`config.mk`:
```
export PLATFORM = sky130hd
export DESIGN_NAME = npu_config_sequencer
export DESIGN_NICKNAME = d
export VERILOG_FILES = /design/src/rtl/npu_cfg_pkg.sv /design/src/rtl/npu_cfg_decode.sv /design/src/rtl/npu_config_sequencer.sv
export SDC_FILE = /design/constraint.sdc
export NUM_CORES = 1
export LEC_CHECK = 0
export BUFFER_PORTS_ARGS = -buffer_cell sky130_fd_sc_hd__buf_2
export CAP_MARGIN = 20
export CORE_ASPECT_RATIO = 0.7
export CORE_MARGIN = 5
export CORE_UTILIZATION = 54
export CTS_BUF_LIST = sky130_fd_sc_hd__clkbuf_8
export CTS_CLUSTER_DIAMETER = 50
export DETAILED_ROUTE_END_ITERATION = 7
export GPL_TIMING_DRIVEN = 0
export HOLD_SLACK_MARGIN = 0.06
export PLACE_DENSITY = 0.74
export SYNTH_ARGS = -nofsm -noshare
export SYNTH_HDL_FRONTEND = slang
export SYNTH_SLANG_ARGS = --single-unit
export TNS_END_PERCENT = 20
```
`constraint.sdc`:
```
create_clock -name CLK -period 7.4 [get_ports CLK]
set_input_delay 1.11 -clock CLK [delete_from_list [all_inputs] [get_ports CLK]]
set_output_delay 1.11 -clock CLK [all_outputs]
set_load 0.005 [all_outputs]
```
`src/rtl/npu_cfg_pkg.sv`:
```
// Shared constants, field positions, command/error encodings and FSM states
// for the NPU configuration sequencer.
package npu_cfg_pkg;

    localparam int unsigned NUM_LARGE   = 9;
    localparam int unsigned LARGE_DEPTH = 8;
    localparam int unsigned SMALL_DEPTH = 16;
    localparam int unsigned DATA_W      = 16;
    localparam int unsigned CFG_W       = 26;
    localparam int unsigned CLR_CYCLES  = 2;

    localparam int unsigned NUM_BUF = NUM_LARGE + 1;
    localparam int unsigned DEST_W  = 4;
    localparam int unsigned CNT_W   = $clog2(SMALL_DEPTH + 1);
    localparam int unsigned CLR_W   = $clog2(CLR_CYCLES + 1);

    localparam int unsigned CMD_MSB  = 25;
    localparam int unsigned CMD_LSB  = 24;
    localparam int unsigned DEST_MSB = 23;
    localparam int unsigned DEST_LSB = 20;
    localparam int unsigned RSVD_MSB = 19;
    localparam int unsigned RSVD_LSB = 16;
    localparam int unsigned DATA_MSB = 15;
    localparam int unsigned DATA_LSB = 0;

    typedef enum logic [1:0] {
        CMD_WRITE  = 2'b00,
        CMD_COMMIT = 2'b01,
        CMD_CLEAR  = 2'b10,
        CMD_NOP    = 2'b11
    } cmd_e;

    typedef enum logic [1:0] {
        ERR_NONE         = 2'd0,
        ERR_BAD_DEST     = 2'd1,
        ERR_OVERFLOW     = 2'd2,
        ERR_AFTER_COMMIT = 2'd3
    } err_code_e;

    typedef enum logic [2:0] {
        ST_IDLE,
        ST_POP,
        ST_DECODE,
        ST_WAIT_IDLE,
        ST_CLEAR,
        ST_ERR
    } state_e;

    function automatic logic [CNT_W-1:0] buf_depth(input logic [DEST_W-1:0] dest);
        return (dest == DEST_W'(NUM_LARGE)) ? CNT_W'(SMALL_DEPTH) : CNT_W'(LARGE_DEPTH);
    endfunction

endpackage

```
`src/rtl/npu_cfg_decode.sv`:
```
// Combinational config-word decode and WRITE legality check against the
// per-buffer fill counters and the commit flag.
module npu_cfg_decode
    import npu_cfg_pkg::*;
(
    input  logic [CFG_W-1:0]              cfg_word,
    input  logic [NUM_BUF-1:0][CNT_W-1:0] cnt_vec,
    input  logic                          cfg_done,
    output cmd_e                          cmd,
    output logic [DEST_W-1:0]             dest,
    output logic [DATA_W-1:0]             data,
    output logic                          wr_ok,
    output logic                          err,
    output err_code_e                     err_code
);

    logic [CNT_W-1:0] sel_cnt;
    logic             unused_rsvd;

    assign unused_rsvd = ^cfg_word[RSVD_MSB:RSVD_LSB];

    always_comb begin
        cmd      = cmd_e'(cfg_word[CMD_MSB:CMD_LSB]);
        dest     = cfg_word[DEST_MSB:DEST_LSB];
        data     = cfg_word[DATA_MSB:DATA_LSB];
        sel_cnt  = '0;
        wr_ok    = 1'b0;
        err      = 1'b0;
        err_code = ERR_NONE;

        for (int unsigned i = 0; i < NUM_BUF; i++) begin
            if (dest == DEST_W'(i)) begin
                sel_cnt = cnt_vec[i];
            end
        end

        // Checks are priority ordered: bad destination beats overflow beats late write.
        if (cmd == CMD_WRITE) begin
            if (dest > DEST_W'(NUM_LARGE)) begin
                err      = 1'b1;
                err_code = ERR_BAD_DEST;
            end else if (sel_cnt == buf_depth(dest)) begin
                err      = 1'b1;
                err_code = ERR_OVERFLOW;
            end else if (cfg_done) begin
                err      = 1'b1;
                err_code = ERR_AFTER_COMMIT;
            end else begin
                wr_ok = 1'b1;
            end
        end
    end

endmodule

```
`src/rtl/npu_config_sequencer.sv`:
```
// Drains config words from the config FIFO, writes cbufs, tracks commit state
// and sequences the NPU config reset pulse.
module npu_config_sequencer
    import npu_cfg_pkg::*;
(
    input  logic               CLK,
    input  logic               RST,
    input  logic               cfg_empty,
    input  logic [CFG_W-1:0]   cfg_dout,
    output logic               cfg_rd_en,
    input  logic               npu_idle,
    output logic [NUM_BUF-1:0] cbuf_wr_en,
    output logic [DATA_W-1:0]  cbuf_wr_data,
    output logic               npu_cfg_rst,
    output logic               cfg_done,
    output logic               cfg_err,
    output logic [1:0]         cfg_err_code
);

    state_e                        state_q, state_d;
    cmd_e                          cmd_q, cmd_d;
    logic [NUM_BUF-1:0]            wr_en_q, wr_en_d;
    logic [DATA_W-1:0]             wr_data_q, wr_data_d;
    logic [NUM_BUF-1:0][CNT_W-1:0] cnt_q, cnt_d;
    logic                          done_q, done_d;
    logic                          err_q, err_d;
    logic [1:0]                    err_code_q, err_code_d;
    logic [CLR_W-1:0]              clr_cnt_q, clr_cnt_d;
    logic                          out_en_q, out_en_d;

    cmd_e              dec_cmd;
    logic [DEST_W-1:0] dec_dest;
    logic [DATA_W-1:0] dec_data;
    logic              dec_wr_ok;
    logic              dec_err;
    err_code_e         dec_err_code;

    npu_cfg_decode u_decode (
        .cfg_word (cfg_dout),
        .cnt_vec  (cnt_q),
        .cfg_done (done_q),
        .cmd      (dec_cmd),
        .dest     (dec_dest),
        .data     (dec_data),
        .wr_ok    (dec_wr_ok),
        .err      (dec_err),
        .err_code (dec_err_code)
    );

    always_comb begin
        state_d     = state_q;
        cmd_d       = cmd_q;
        wr_en_d     = '0;
        wr_data_d   = wr_data_q;
        cnt_d       = cnt_q;
        done_d      = done_q;
        err_d       = err_q;
        err_code_d  = err_code_q;
        clr_cnt_d   = clr_cnt_q;
        out_en_d    = 1'b1;
        cfg_rd_en   = 1'b0;
        npu_cfg_rst = 1'b0;

        unique case (state_q)
            ST_IDLE: begin
                // out_en_q keeps the pop off while reset is held with a non-empty FIFO.
                if (out_en_q && !cfg_empty) begin
                    cfg_rd_en = 1'b1;
                    state_d   = ST_POP;
                end
            end
            ST_POP: begin
                // The word is decoded as it is captured so the strobe lands two cycles after the pop.
                state_d = ST_DECODE;
                cmd_d   = dec_cmd;
                if (dec_err) begin
                    err_d      = 1'b1;
                    err_code_d = dec_err_code;
                    done_d     = 1'b0;
                end else if (dec_wr_ok) begin
                    wr_en_d         = NUM_BUF'(1) << dec_dest;
                    wr_data_d       = dec_data;
                    cnt_d[dec_dest] = cnt_q[dec_dest] + CNT_W'(1);
                end else if (dec_cmd == CMD_COMMIT) begin
                    done_d = 1'b1;
                end
            end
            ST_DECODE: begin
                if (err_q) begin
                    state_d = ST_ERR;
                end else if (cmd_q == CMD_CLEAR) begin
                    state_d = ST_WAIT_IDLE;
                    done_d  = 1'b0;
                end else begin
                    state_d = ST_IDLE;
                end
            end
            ST_WAIT_IDLE: begin
                if (npu_idle) begin
                    state_d   = ST_CLEAR;
                    clr_cnt_d = '0;
                end
            end
            ST_CLEAR: begin
                npu_cfg_rst = 1'b1;
                cnt_d       = '0;
                if (clr_cnt_q == CLR_W'(CLR_CYCLES - 1)) begin
                    state_d = ST_IDLE;
                end else begin
                    clr_cnt_d = clr_cnt_q + CLR_W'(1);
                end
            end
            ST_ERR: begin
                done_d = 1'b0;
            end
            default: begin
                state_d = ST_IDLE;
            end
        endcase
    end

    always_ff @(posedge CLK or negedge RST) begin
        if (!RST) begin
            state_q    <= ST_IDLE;
            cmd_q      <= CMD_NOP;
            wr_en_q    <= '0;
            wr_data_q  <= '0;
            cnt_q      <= '0;
            done_q     <= 1'b0;
            err_q      <= 1'b0;
            err_code_q <= '0;
            clr_cnt_q  <= '0;
            out_en_q   <= 1'b0;
        end else begin
            state_q    <= state_d;
            cmd_q      <= cmd_d;
            wr_en_q    <= wr_en_d;
            wr_data_q  <= wr_data_d;
            cnt_q      <= cnt_d;
            done_q     <= done_d;
            err_q      <= err_d;
            err_code_q <= err_code_d;
            clr_cnt_q  <= clr_cnt_d;
            out_en_q   <= out_en_d;
        end
    end

    assign cbuf_wr_en   = wr_en_q;
    assign cbuf_wr_data = wr_data_q;
    assign cfg_done     = done_q;
    assign cfg_err      = err_q;
    assign cfg_err_code = err_code_q;

endmodule

```
==> results by group <==
Run status
  • Status: finished clean

Worst setup path
  • Critical Path Sink Type: register
  • R2r endpoint: cnt_q[4]
  • Worst EP arrival: 4.67 ns
  • Most common cell on crit path: buf_4
  • Worst Reg2Reg Path Length in Cells: 9
  • Crit-path cells: buf_2 > buf_4 > buf_4 > buf_4 > buf_4 > mux2i_1 > o221ai_1 > o31a_1 > clkbuf_1 > ha_1 > nand3_1 > xnor2_1 > mux2i_1
  • Crit Path Class: in -> reg
  • Worst setup SP type: primary input
  • Crit-path slowest cell: xnor2_1
  • Worst reg-to-reg setup slack: 4.26 ns
  • WP data required: between 7 and 8 ns
  • Reg2reg start: cnt_q[15]
  • Slowest stage delay, CP: slightly below 0.9 ns
  • CP max FO: 10

Hold path
  • Hold Path Sink: cbuf_wr_data[15]
  • Min-delay src: cbuf_wr_data[15]
  • Hold/Removal Path Class: reg -> reg
  • WHS Path Cells: 1

Global route
  • Largest net degree at the start of global routing: 74
  • Initial antenna violation count: 0
  • GR Overflow Total: 0
  • GRT Total Usage: 22.4%
  • Number of global-route vias before repair: 3341
  • First-pass GRT wire length: 18100 um

Clocking
  • CTS Buf Count: 9
  • Post-CTS setup repair buffer count: 0
  • Post_cts resized: 0
  • Clk buf depth: 2
  • Clock sink count: 88
  • Htree depth: 3
  • CTS Hold Bufs: 0
  • Worst skew pair latency: around 0.37 ns
  • CTS Root Cell: clkbuf_8
  • CTS tree: done
  • Worst-path clk slew: 0.09 ns

Power and ir drop
  • Clock network power share: between 30 and 40%
  • P_leak: 2.59 nW
  • P_int: 0.000645 W
  • PwrDens: 174 mW/mm^2
  • Peak VDD IR: 0.127 mV
  • Sw Ratio: between 20% and 30%
  • Logic pwr share: 10.9%
  • Sequential share of power: 54.7%
  • Psw: 0.000246 W

Cells and area
  • Final net count: 516
  • Ratio of cells with drive above 1 in the final layout: 27.4%
  • Layout area overhead: 13.9%
  • Ant. Diodes: 0

Floorplanning
  • Num rows: 27
  • I/O Pins: slightly above 60
  • Initial Util: 56.3%
  • Chip width: ~120 um
  • Area of the die: 0.0103 sq mm
  • CORE AREA: about 0.0080 sq mm
  • Die height: 86.4 um

Yosys
  • Sequential-to-total area share from yosys stat: 48.9%
  • Synth async-reset ratio: 100%
  • Synth top area cells: dfrtp_1 (48%), mux2i_1 (12%), mux2_2 (5.2%), nand2_1 (4.0%), nor2_1 (2.1%)
  • Mapped Area: 0.00451 sq mm
  • Count leader, synth: dfrtp_1
  • Largest area contributor in the netlist: dfrtp_1
  • Post-synth top flop: dfrtp_1
  • Syn avg cell area: 10.9 sq um
  • Number of synthesized register bits: 88
  • Syn Nets: 446
  • Mapped Cells: 414
  • Synth top cells by count: dfrtp_1 (86), mux2i_1 (55), nand2_1 (48)
  • Distinct cells, synth: 62
  • Post-synth EDFFs: 0
  • Synth warn: 0
  • Yosys top cell area share: 47.8%

STA
  • Fmax: 224 MHz
  • RSZ-0062 raised after global routing: no
  • Setup ws final: just under 3 ns
  • Tcrit/Tclk final: 60.4%
  • Least-Margin Pin Slew: 1.11 ns
  • Setup TNS: 0 ns
  • Number of endpoints failing setup at the final stage: 0
  • Max-slew violation count: 0
  • Slew margin rel.: a little over a quarter
  • Fin crit period: 4.47 ns
  • Final Hold Viols: 0
  • Skew final: 0.0130 ns

Routing
  • Routed WL: 10900 um
  • Via density per instance: 5.85
  • Routed WL per cell: between 15 and 20 um
  • Drt initial violations: around 350
  • DRT Pass-1 Iters: 4
  • Via Count: 3451
  • Remaining DRCs: 0
  • ANT nets after route: 0

Place
  • Placement Setup Slack: 2.61 ns
  • # port buffers: 57
  • RD Place Congestion: 0.929
  • Post-DP HPWL: a little under 8000 um

Flow run
  • Max cap viols: 0
## layer usage
metal | GRT usage [%] | part of all wire, % | wire [um]
met1 | 34.8 | 50 | 5430
met2 | 31.1 | 42 | 4560
met3 | 5.68 | 7.6 | 834
met4 | 5.99 | 1.1 | 118
met5 | 0 | 0 | 0
## how the worst max path moves through the flow
stage,startpoint,depth (start not counted),endpoint,slack [ns]
after floorplan,cfg_dout[20],12,cnt_q[19],3.90
after global placement,cfg_dout[20],13,cnt_q[39],2.72
after detailed placement,cfg_dout[20],13,cnt_q[9],2.61
after CTS,cfg_dout[20],13,cnt_q[34],3.01
after global routing,cfg_dout[20],13,cnt_q[34],2.75
final,cfg_dout[20],13,cnt_q[4],2.93
## placed cells by master, fill, tap and decap left out, types with 4 or more instances in the layout
master,n
a21oi_1,10
inv_1,15
buf_4,7
clkbuf_1,10
nand3_1,17
o22ai_1,5
or3_1,4
nand2_1,48
nor3_1,4
nor4_1,4
mux2_2,21
mux2i_1,55
or2_2,4
dfrtp_1,86
clkbuf_8,9
nand3b_1,5
nor2_1,25
o21ai_0,17
nor3b_1,5
buf_2,63
nand2b_1,8
## cells by family after synthesis
logic type      synth area share (%)
other cells                   0.0832
xor+xnor                       0.583
buf+inv                         4.19
mux                             18.0
fa+ha+maj                      0.555
flops                           48.9
compound gates                  9.91
simple gates                    17.8
## power by group through the flow
stage	Combinational [W]	Clock, W	Sequential [W]
global placement	0.0000909	0	0.000497
CTS	0.0000944	0.000316	0.000487
finish	0.0000968	0.000307	0.000487
detailed placement	0.0000943	0	0.000497
global route	0.000106	0.000339	0.000488
floorplan	0.0000524	0	0.000497
## area by class of cell
type | instances | area, sq um
Clock buffer | 9 | 124
Buffer | 24 | 133
Fill cell | 667 | 2870
Inverter | 15 | 56.3
Sequential cell | 88 | 2200
Tap cell | 101 | 126
Clock inverter | 7 | 53.8
Timing Repair Buffer | 59 | 323
Multi-Input combinational cell | 287 | 2110
## worst max-delay path: cells and delay by family
family                     cells  cell delay (ns)
AOI/OAI and AO/OA              2             0.39
xor gates and xnor gates       1             0.87
adders and majority gates      1             0.29
and+or+nand+nor                1             0.15
muxes                          2             0.29
buffers and inverters          6             1.55
## sequential cells by signal, indices dropped and copies added (netlist names)
name,flops
cbuf_wr_en,10
cmd_q,2
cbuf_wr_data,16
clr_cnt_q,2
state_q,3
cfg_err,1
cfg_err_code,2
cfg_done,1
cnt_q,50
out_en_q,1
## metrics by stage
stage / utilization [%] / hold WS, ns / cell area (sq um) / instances / total power (W)
global route: 64.1 / 0.529 / 5130 / 590 / 0.000933
floorplan: - / 0.464 / 4510 / 414 / 0.000550
global placement: 61.4 / 0.483 / 4920 / 572 / 0.000588
CTS: 64.0 / 0.508 / 5120 / 589 / 0.000898
finish: 64.1 / 0.504 / 5130 / 590 / 0.000891
detailed placement: 61.8 / 0.489 / 4950 / 573 / 0.000591
No activity file was read; power rests on OpenSTA's default activity.
